$ cat config.mk
export PLATFORM = sky130hd
export DESIGN_NAME = piso_tx
export DESIGN_NICKNAME = d
export VERILOG_FILES = /design/src/rtl/piso_pkg.sv /design/src/rtl/piso_tx_bit_tick_gen.sv /design/src/rtl/piso_tx.sv
export SDC_FILE = /design/constraint.sdc
export NUM_CORES = 1
export LEC_CHECK = 0
export CAP_MARGIN = 10
export CORE_MARGIN = 2
export CORE_UTILIZATION = 45
export CTS_BUF_LIST = sky130_fd_sc_hd__clkbuf_8
export CTS_CLUSTER_SIZE = 14
export DETAILED_ROUTE_END_ITERATION = 7
export MAX_ROUTING_LAYER = met4
export PLACE_DENSITY = 0.75
export RECOVER_POWER = 25
export SYNTH_ARGS = -nofsm -noshare
export SYNTH_HDL_FRONTEND = slang
export SYNTH_SLANG_ARGS = --single-unit
$ cat constraint.sdc
create_clock -name clk -period 1.5 [get_ports clk]
set_clock_uncertainty 0.15 [all_clocks]
set_input_delay 0.225 -clock clk [delete_from_list [all_inputs] [get_ports clk]]
set_output_delay 0.225 -clock clk [all_outputs]
set_load 0.02 [all_outputs]
$ cat src/rtl/piso_pkg.sv
// Shared types and constants for the piso_tx transmitter and its matching receiver.
package piso_pkg;

  typedef enum logic [1:0] {
    IDLE  = 2'd0,
    SHIFT = 2'd1,
    GAP   = 2'd2
  } state_t;

  localparam int DEF_WIDTH      = 4;
  localparam int DEF_BIT_CYCLES = 1;
  localparam int DEF_GAP_CYCLES = 0;
  localparam int DEF_MSB_FIRST  = 1;

  // Counter width with a floor of one bit so degenerate ranges still synthesize.
  function automatic int cnt_w(input int n);
    return (n <= 2) ? 1 : $clog2(n);
  endfunction

endpackage

$ cat src/rtl/piso_tx_bit_tick_gen.sv
// Bit-period prescaler: tick is high on the last clock of each BIT_CYCLES period while enabled.
module bit_tick_gen
  import piso_pkg::*;
#(
  parameter int BIT_CYCLES = DEF_BIT_CYCLES
) (
  input  logic clk,
  input  logic reset,
  input  logic clear,
  input  logic en,
  output logic tick
);

  localparam int CW = cnt_w(BIT_CYCLES);
  localparam logic [CW-1:0] LAST = CW'(BIT_CYCLES - 1);

  logic [CW-1:0] cnt;

  assign tick = en && (cnt == LAST);

  always_ff @(posedge clk) begin
    if (reset || clear) begin
      cnt <= '0;
    end else if (en) begin
      cnt <= tick ? '0 : cnt + 1'b1;
    end
  end

endmodule

$ cat src/rtl/piso_tx.sv
// Parallel-in/serial-out transmitter with first/last framing strobes and an optional inter-frame gap.
// Handshake: a word transfers on a posedge where din_valid && din_ready; din is sampled only then.
module piso_tx
  import piso_pkg::*;
#(
  parameter int WIDTH      = DEF_WIDTH,
  parameter int BIT_CYCLES = DEF_BIT_CYCLES,
  parameter int GAP_CYCLES = DEF_GAP_CYCLES,
  parameter int MSB_FIRST  = DEF_MSB_FIRST
) (
  input  logic             clk,
  input  logic             reset,
  input  logic [WIDTH-1:0] din,
  input  logic             din_valid,
  output logic             din_ready,
  output logic             sout,
  output logic             sout_valid,
  output logic             sout_first,
  output logic             sout_last,
  output logic             busy,
  output logic [1:0]       dbg_state
);

  localparam int BW = cnt_w(WIDTH);
  localparam int GW = cnt_w(GAP_CYCLES + 1);
  localparam logic [BW-1:0] BIT_LAST = BW'(WIDTH - 1);
  localparam logic [GW-1:0] GAP_LAST = GW'((GAP_CYCLES > 0) ? GAP_CYCLES - 1 : 0);

  state_t           state, state_n;
  logic [WIDTH-1:0] shreg, shreg_n;
  logic [BW-1:0]    bit_cnt, bit_n;
  logic [GW-1:0]    gap_cnt, gap_n;
  logic             tick, accept, frame_end;

  function automatic logic cur_bit(input logic [WIDTH-1:0] v);
    return (MSB_FIRST != 0) ? v[WIDTH-1] : v[0];
  endfunction

  function automatic logic [WIDTH-1:0] shift_once(input logic [WIDTH-1:0] v);
    return (MSB_FIRST != 0) ? {v[WIDTH-2:0], 1'b0} : {1'b0, v[WIDTH-1:1]};
  endfunction

  bit_tick_gen #(.BIT_CYCLES(BIT_CYCLES)) u_tick (
    .clk   (clk),
    .reset (reset),
    .clear (accept),
    .en    (state == SHIFT),
    .tick  (tick)
  );

  // Without a gap, the final cycle of the last bit doubles as an accept slot for back-to-back frames.
  assign frame_end = (state == SHIFT) && tick && (bit_cnt == BIT_LAST);
  assign din_ready = !reset && ((state == IDLE) || (frame_end && (GAP_CYCLES == 0)));
  assign accept    = din_valid && din_ready;
  assign dbg_state = state;

  always_comb begin
    state_n = state;
    shreg_n = shreg;
    bit_n   = bit_cnt;
    gap_n   = gap_cnt;
    case (state)
      IDLE: begin
        if (accept) begin
          state_n = SHIFT;
          shreg_n = din;
          bit_n   = '0;
        end
      end
      SHIFT: begin
        if (tick) begin
          if (bit_cnt == BIT_LAST) begin
            if (accept) begin
              shreg_n = din;
              bit_n   = '0;
            end else if (GAP_CYCLES > 0) begin
              state_n = GAP;
              gap_n   = '0;
            end else begin
              state_n = IDLE;
            end
          end else begin
            shreg_n = shift_once(shreg);
            bit_n   = bit_cnt + 1'b1;
          end
        end
      end
      GAP: begin
        if (gap_cnt == GAP_LAST) state_n = IDLE;
        else gap_n = gap_cnt + 1'b1;
      end
      default: state_n = IDLE;
    endcase
  end

  // Outputs are registered from next-state values so the first bit appears right after the accept edge.
  always_ff @(posedge clk) begin
    if (reset) begin
      state      <= IDLE;
      shreg      <= '0;
      bit_cnt    <= '0;
      gap_cnt    <= '0;
      sout       <= 1'b0;
      sout_valid <= 1'b0;
      sout_first <= 1'b0;
      sout_last  <= 1'b0;
      busy       <= 1'b0;
    end else begin
      state      <= state_n;
      shreg      <= shreg_n;
      bit_cnt    <= bit_n;
      gap_cnt    <= gap_n;
      sout       <= (state_n == SHIFT) && cur_bit(shreg_n);
      sout_valid <= (state_n == SHIFT);
      sout_first <= (state_n == SHIFT) && (bit_n == '0);
      sout_last  <= (state_n == SHIFT) && (bit_n == BIT_LAST);
      busy       <= (state_n != IDLE);
    end
  end

endmodule

==> results of run 1 <==
## power by group
part	switching [mW]	total, mW	internal (mW)
logic	0.0699	0.148	0.0778
registers	0.0103	0.398	0.387
clock network	0.135	0.368	0.233
## flip-flops by register name, indices dropped and copies added, names as in the netlist
name,cells
bit_cnt,2
busy,1
sout_first,1
dbg_state,2
u_tick.cnt,1
shreg,4
sout_valid,1
sout,1
sout_last,1
## synth_stat cells (all sizes together)
library cell | count | area [µm²]
o22ai | 1 | 6.26
nor4 | 1 | 6.26
a211oi | 1 | 7.51
dfxtp | 14 | 280
a21oi | 7 | 42.5
buf | 3 | 23.8
mux2 | 4 | 45.0
conb | 1 | 3.75
nand2 | 6 | 25.0
and3b | 2 | 20.0
a22oi | 2 | 15.0
nor3 | 4 | 31.3
nor2 | 3 | 11.3
a22o | 1 | 10.0
nor4b | 1 | 23.8
and2 | 1 | 6.26
a21o | 1 | 8.76
nand3b | 1 | 7.51
and4b | 1 | 10.0
a221oi | 1 | 8.76
ha | 1 | 12.5
a21boi | 1 | 7.51
nand2b | 4 | 25.0
nor3b | 1 | 7.51
o31a | 1 | 10.0
nor2b | 1 | 6.26
clkbuf | 1 | 3.75
o21bai | 1 | 7.51
## through the flow
step                hold WS [ns]  std cells  util, %
detailed placement         0.353        106     69.1
floorplan                  0.145         67        -
CTS                        0.375        113     75.5
finish                     0.284        113     78.5
global route               0.302        113     78.5
global placement           0.354        106     69.1
## timing repair
action                                  CTS  global route
resized for setup                        17            15
setup buffers                             3             1
cloned                                    0             0
pin swaps                                 6             9
endpoints found under the setup margin   13            12
## logic make-up (layout without fill, tap and decap cells)
family | count (synthesis) | in the layout
adders and majority gates | 1 | 1
and+or+nand+nor | 26 | 26
buffers and inverters | 4 | 35
DFF | 14 | 14
other | 1 | 1
muxes | 4 | 4
AOI/OAI and AO/OA | 17 | 17
## area by class of cell
cell class | count | area (µm²) | area share [%]
Sequential cell | 14 | 285 | 26.9
Tap cell | 15 | 18.8 | 1.77
Clock buffer | 4 | 55.1 | 5.19
Timing Repair Buffer | 31 | 263 | 24.8
Multi-Input combinational cell | 49 | 438 | 41.3
## per-layer routing
metal	track usage, %	vias up
li1	-	303
met1	23.7	296
met2	30.0	14
met3	5.53	4
met4	14.4	0
met5	-	-
## critical path, delay by kind of cell (launching register included)
family	cells	cell delay, ns
compound gates	1	0.19
fa+ha+maj	1	0.17
buf+inv	2	0.29
flops	1	0.33
simple gates	3	0.44
## how the worst min path moves through the flow
stage                        start            to  slack, ns
after floorplan              reset  dbg_state[0]       0.15
after global placement    shreg[0]      shreg[0]       0.35
after detailed placement  shreg[0]      shreg[0]       0.35
after CTS                 shreg[0]      shreg[0]       0.38
after global routing         reset      shreg[2]       0.30
final                        reset      shreg[2]       0.28
==> metrics.yaml, run 1 <==
antenna_cells: 0
endpoint: "sout_last"
setup_slack_ns: -0.141
critPathMaxStageDelay_ns: 0.33
rrSetupSlack_ns: -0.14
finalSetupTns_ns: -0.475
grt_pass1_vias: 599
fmax_mhz: 609
n_fill_cell: 88
cts_max_path_buffers: 2
ant_nets: 0
wl_per_cell_um: 14.8
clkSinkCount: 14
synthDistinctLibCells: 33
cts_max_level: 1
finalCritPeriodShare_pct: 109
place_area_um2: 933
failed_checks: "negative setup slack"
cp-start-kind: "flip-flop"
drtPass1Iterations: 4
hold_violations: 0
clk_latency_ns: 0.25
clockRootBuffer: "clkbuf_8"
io-pin-count: 15
r2r_cells: 7
final_common_cell: "buf_4"
die_area_um2: 1820
cts_buffers: 3
synthMuxAreaShare_pct: 6.69
routabilityCongestion: 0.783
p_total_mw: 0.913
vias: 617
grt_usage_pct: 20.4
top_layer_used: "met4"
avgViaCountPerCell: 5.46
syn_nets: 75
power.leakage_nw: 0.457
port_buffers: 14
arrival_ns: 1.68
synthCells: 67
maxCapViolations: 0
grt_overflow: 0
core_um2: 1350
syn-cell-area_um2: 673
area_growth_pct: 57.4
ys_seq_area_share_pct: 41.6
layout_common_cells: "14 x buf_4, 10 x dfxtp_1, 5 x nand2_1, 5 x dlygate4sd2_1"
design_area_um2: 1060
grt_max_degree: 10
yosys_warnings: 0
whs_path_depth: 3
r2r-start: "bit_cnt[1]"
chipHeight_um: 42.7
startpoint: "bit_cnt[1]"
cp.required_ns: 1.54
wl_met3_um: 76
cts_hold_buf: 0
slew_violations: 0
layout.nets: 107
rows: 13
place_ws_ns: -0.376
hpwl_um: 1080
cp-end-kind: "flip-flop"
start_util_pct: 49.9
status: "finished, violations left"
grt_pass1_wl_um: 2660
ys_ff_latch: 14
routed_wl_um: 1680
min_period_ns: 1.64
synth-xor-area-share_pct: 0
drt_iter0_drc: 12
rsz0062_at_grt: "true"
critPathSlowestCell: "dfxtp_2"
cts_tree: "yes"
path_clk_slew_ns: 0.06
timing.setup.critical_path_class: "flip-flop to flip-flop"
cp_cell_sequence: "ha_4 > buf_6 > nor4b_4 > buf_4 > nand2_2 > o22ai_1 > and2_1"
synth-simple-area-share_pct: 26.8
synth-compound-area-share_pct: 18.4
drc: 0
min_path_type: "input port to flip-flop"
fp.dieW_um: 42.7
drive_above_1_share_pct: 52.0
setup_viol: 7
power_density_nw_per_um2: 862
m1WireLength_um: 812
cp_max_fo: 3
wl_met2_um: 761
grt_antenna_before_repair: 0
synth_adder_area_share_pct: 1.86
ir_drop_mv: 0.617
synth_top_family_by_area: "simple AND/OR/NAND/NOR gates"
reg2reg_to: "sout_last"
syn_area_per_cell_um2: 10.0
Power figures use the tool's default switching activity.
==> inputs of run 2 (changes only) <==
--- a/config.mk
+++ b/config.mk
@@ -14,6 +14,7 @@
 export MAX_ROUTING_LAYER = met4
 export PLACE_DENSITY = 0.75
 export RECOVER_POWER = 25
+export SLEW_MARGIN = 10
 export SYNTH_ARGS = -nofsm -noshare
 export SYNTH_HDL_FRONTEND = slang
 export SYNTH_SLANG_ARGS = --single-unit
==> results of run 2 <==
Final layout, timing and power as in run 1 (identical DEF).
==> inputs of run 3 (changes only) <==
--- a/config.mk
+++ b/config.mk
@@ -13,7 +13,7 @@
 export DETAILED_ROUTE_END_ITERATION = 7
 export MAX_ROUTING_LAYER = met4
 export PLACE_DENSITY = 0.75
-export RECOVER_POWER = 25
+export REMOVE_ABC_BUFFERS = 1
 export SLEW_MARGIN = 10
 export SYNTH_ARGS = -nofsm -noshare
 export SYNTH_HDL_FRONTEND = slang
==> metrics.yaml, run 3 (same netlist as run 1, synthesis figures left out) <==
drtPass1Iterations: 3  # was 4
failed_checks: "negative setup slack"  # unchanged
min_from: "reset"  # unchanged
place_ws_ns: -0.345  # was -0.376 ns
cts_max_path_buffers: 2  # unchanged
hold_violations: 0  # unchanged
ant_nets: 0  # unchanged
design_area_um2: 1080  # was 1060 µm²
p_sw_mw: 0.226  # was 0.216 mW
clkSinkCount: 14  # unchanged
drt_iter0_drc: 9  # was 12
cp_cell_sequence: "ha_4 > buf_6 > nor4b_4 > nor3_1 > o31a_2"  # was ha_4 > buf_6 > nor4b_4 > buf_4 > nand2_2 > o22ai_1 > and2_1
fp.dieW_um: 42.7  # unchanged
drc: 0  # unchanged
min_path_type: "input port to flip-flop"  # unchanged
cp-end-kind: "flip-flop"  # unchanged
chipHeight_um: 42.7  # unchanged
power.internal_mw: 0.702  # was 0.698 mW
port_buffers: 14  # unchanged
critPathMaxStageDelay_ns: 0.40  # was 0.33 ns
reg2reg_to: "sout_first"  # was sout_last
grt_usage_pct: 22.8  # was 20.4%
ir_drop_mv: 0.577  # was 0.617 mV
dp.cells: 110  # was 106
cts_tree: "yes"  # unchanged
setup_slack_ns: -0.160  # was -0.141 ns
finalCritPeriodShare_pct: 111  # was 109%
r2r_cells: 5  # was 7
top_register: "shreg"  # unchanged
place_area_um2: 940  # was 933 µm²
rsz0062_at_grt: "true"  # unchanged
maxCapViolations: 0  # unchanged
antenna_cells: 0  # unchanged
comb_power_share_pct: 16.7  # was 16.2%
fin_util_pct: 80.2  # was 78.5%
power_density_nw_per_um2: 857  # was 862 nW/µm²
cp_max_fo: 5  # was 3
wl_per_cell_um: 15.6  # was 14.8 µm
cp.required_ns: 1.49  # was 1.54 ns
power_frac_seq_pct: 42.9  # was 43.5%
vias: 641  # was 617
rows: 13  # unchanged
routed_wl_um: 1810  # was 1680 µm
switching_share_pct: 24.3  # was 23.6%
cts_max_level: 1  # unchanged
final_cell_count_no_fill: 116  # was 113
hold_end: "bit_cnt[1]"  # was shreg[2]
critPathSlowestCell: "nor4b_4"  # was dfxtp_2
status: "finished, violations left"  # unchanged
timing.setup.critical_path_class: "flip-flop to flip-flop"  # unchanged
whs_path_depth: 3  # unchanged
cts_hold_buf: 0  # unchanged
grt_pass1_vias: 688  # was 599
cts_buffers: 3  # unchanged
drive_above_1_share_pct: 53.5  # was 52.0%
final_common_cell: "buf_4"  # unchanged
clk_latency_ns: 0.25  # about the same
power_frac_clock_pct: 40.4  # was 40.3%
rrSetupSlack_ns: -0.16  # was -0.14 ns
hpwl_um: 1160  # was 1080 µm
grt_antenna_before_repair: 0  # unchanged
setup_viol: 8  # was 7
path_clk_slew_ns: 0.06  # about the same
slew_violations: 0  # unchanged
layout_common_cells: "18 x buf_4, 12 x dfxtp_1, 5 x nand2_1, 5 x clkdlybuf4s50_1, 5 x dlygate4sd2_1"  # was 14 x buf_4, 10 x dfxtp_1, 5 x nand2_1, 5 x dlygate4sd2_1
start_util_pct: 49.9  # unchanged
layout.nets: 110  # was 107
io-pin-count: 15  # unchanged
largest_register_ff_count: 4  # unchanged
avgViaCountPerCell: 5.53  # was 5.46
core_um2: 1350  # unchanged
fmax_mhz: 603  # was 609 MHz
arrival_ns: 1.65  # was 1.68 ns
power.leakage_nw: 0.464  # was 0.457 nW
finalSetupTns_ns: -0.906  # was -0.475 ns
die_area_um2: 1820  # unchanged
r2r-start: "bit_cnt[0]"  # was bit_cnt[1]
min_period_ns: 1.66  # was 1.64 ns
grt_overflow: 0  # unchanged
grt_pass1_wl_um: 2990  # was 2660 µm
routabilityCongestion: 0.785  # was 0.783
area_growth_pct: 60.8  # was 57.4%
cp-start-kind: "flip-flop"  # unchanged
clockRootBuffer: "clkbuf_8"  # unchanged
grt_max_degree: 10  # unchanged
-- run 3: cell types whose count changed in the layout (fill, tap and decap cells not counted), sizes merged --
cell           previous run  this run
dlymetal6s2s              2         1
buf                      17        21
clkbuf                    7         6
clkdlybuf4s50             4         5
-- run 3: worst max-delay path: cells and delay by family (launching register included) --
kind	cells	cell delay, ns
AO/OA/AOI/OAI	1	0.29
adder cells (fa/ha/maj)	1	0.17
buffers and inverters	1	0.12
flip-flops	1	0.33
AND/OR/NAND/NOR	2	0.49
-- run 3: power by group through the flow --
stage	clock, mW	combinational (mW)	sequential (mW)
2_1_floorplan	0	0.0497	0.416
3_3_place_gp	0	0.138	0.403
3_5_place_dp	0	0.142	0.404
4_1_cts	0.377	0.146	0.397
5_1_grt	0.395	0.166	0.399
6_report	0.375	0.155	0.398
-- run 3: worst max path at each step --
stage | start | endpoint | slack, ns | cells after the start
after floorplan | bit_cnt[0] | din_ready | -0.25 | 4
after global placement | bit_cnt[0] | din_ready | -0.35 | 5
after detailed placement | bit_cnt[1] | din_ready | -0.34 | 5
after CTS | bit_cnt[0] | din_ready | -0.13 | 5
after global routing | bit_cnt[0] | sout_last | -0.21 | 6
final | bit_cnt[0] | sout_first | -0.16 | 5
-- run 3: through the flow --
| stage | hold slack, ns | power [mW] |
|---|---|---|
| 2_1_floorplan | 0.144 | 0.466 |
| 3_3_place_gp | 0.360 | 0.540 |
| 3_5_place_dp | 0.386 | 0.546 |
| 4_1_cts | 0.411 | 0.921 |
| 5_1_grt | 0.305 | 0.959 |
| 6_report | 0.276 | 0.928 |
-- run 3: cell type report --
type / count / area, µm²
clock buffers: 4 / 55.1
well taps: 15 / 18.8
fillers: 92 / 268
flip-flops and latches: 14 / 283
repair buffers: 34 / 285
multi-input cells: 49 / 440
-- run 3: repair_timing --
action	in CTS	in global routing
resized for setup	23	13
endpoints found under the setup margin	15	14
setup buffers	3	1
pin swaps	6	6
-- run 3: routing by layer --
metal  vias up  routed length, µm  part of all wire, %  global-route usage [%]
met1       311                804                   45                    24.1
li1        311                  -                    -                       -
met4         0                 34                  1.9                    13.1
met2        14                917                   51                    39.4
met3         5                 49                  2.7                    3.83
met5         -                  0                    0                       -
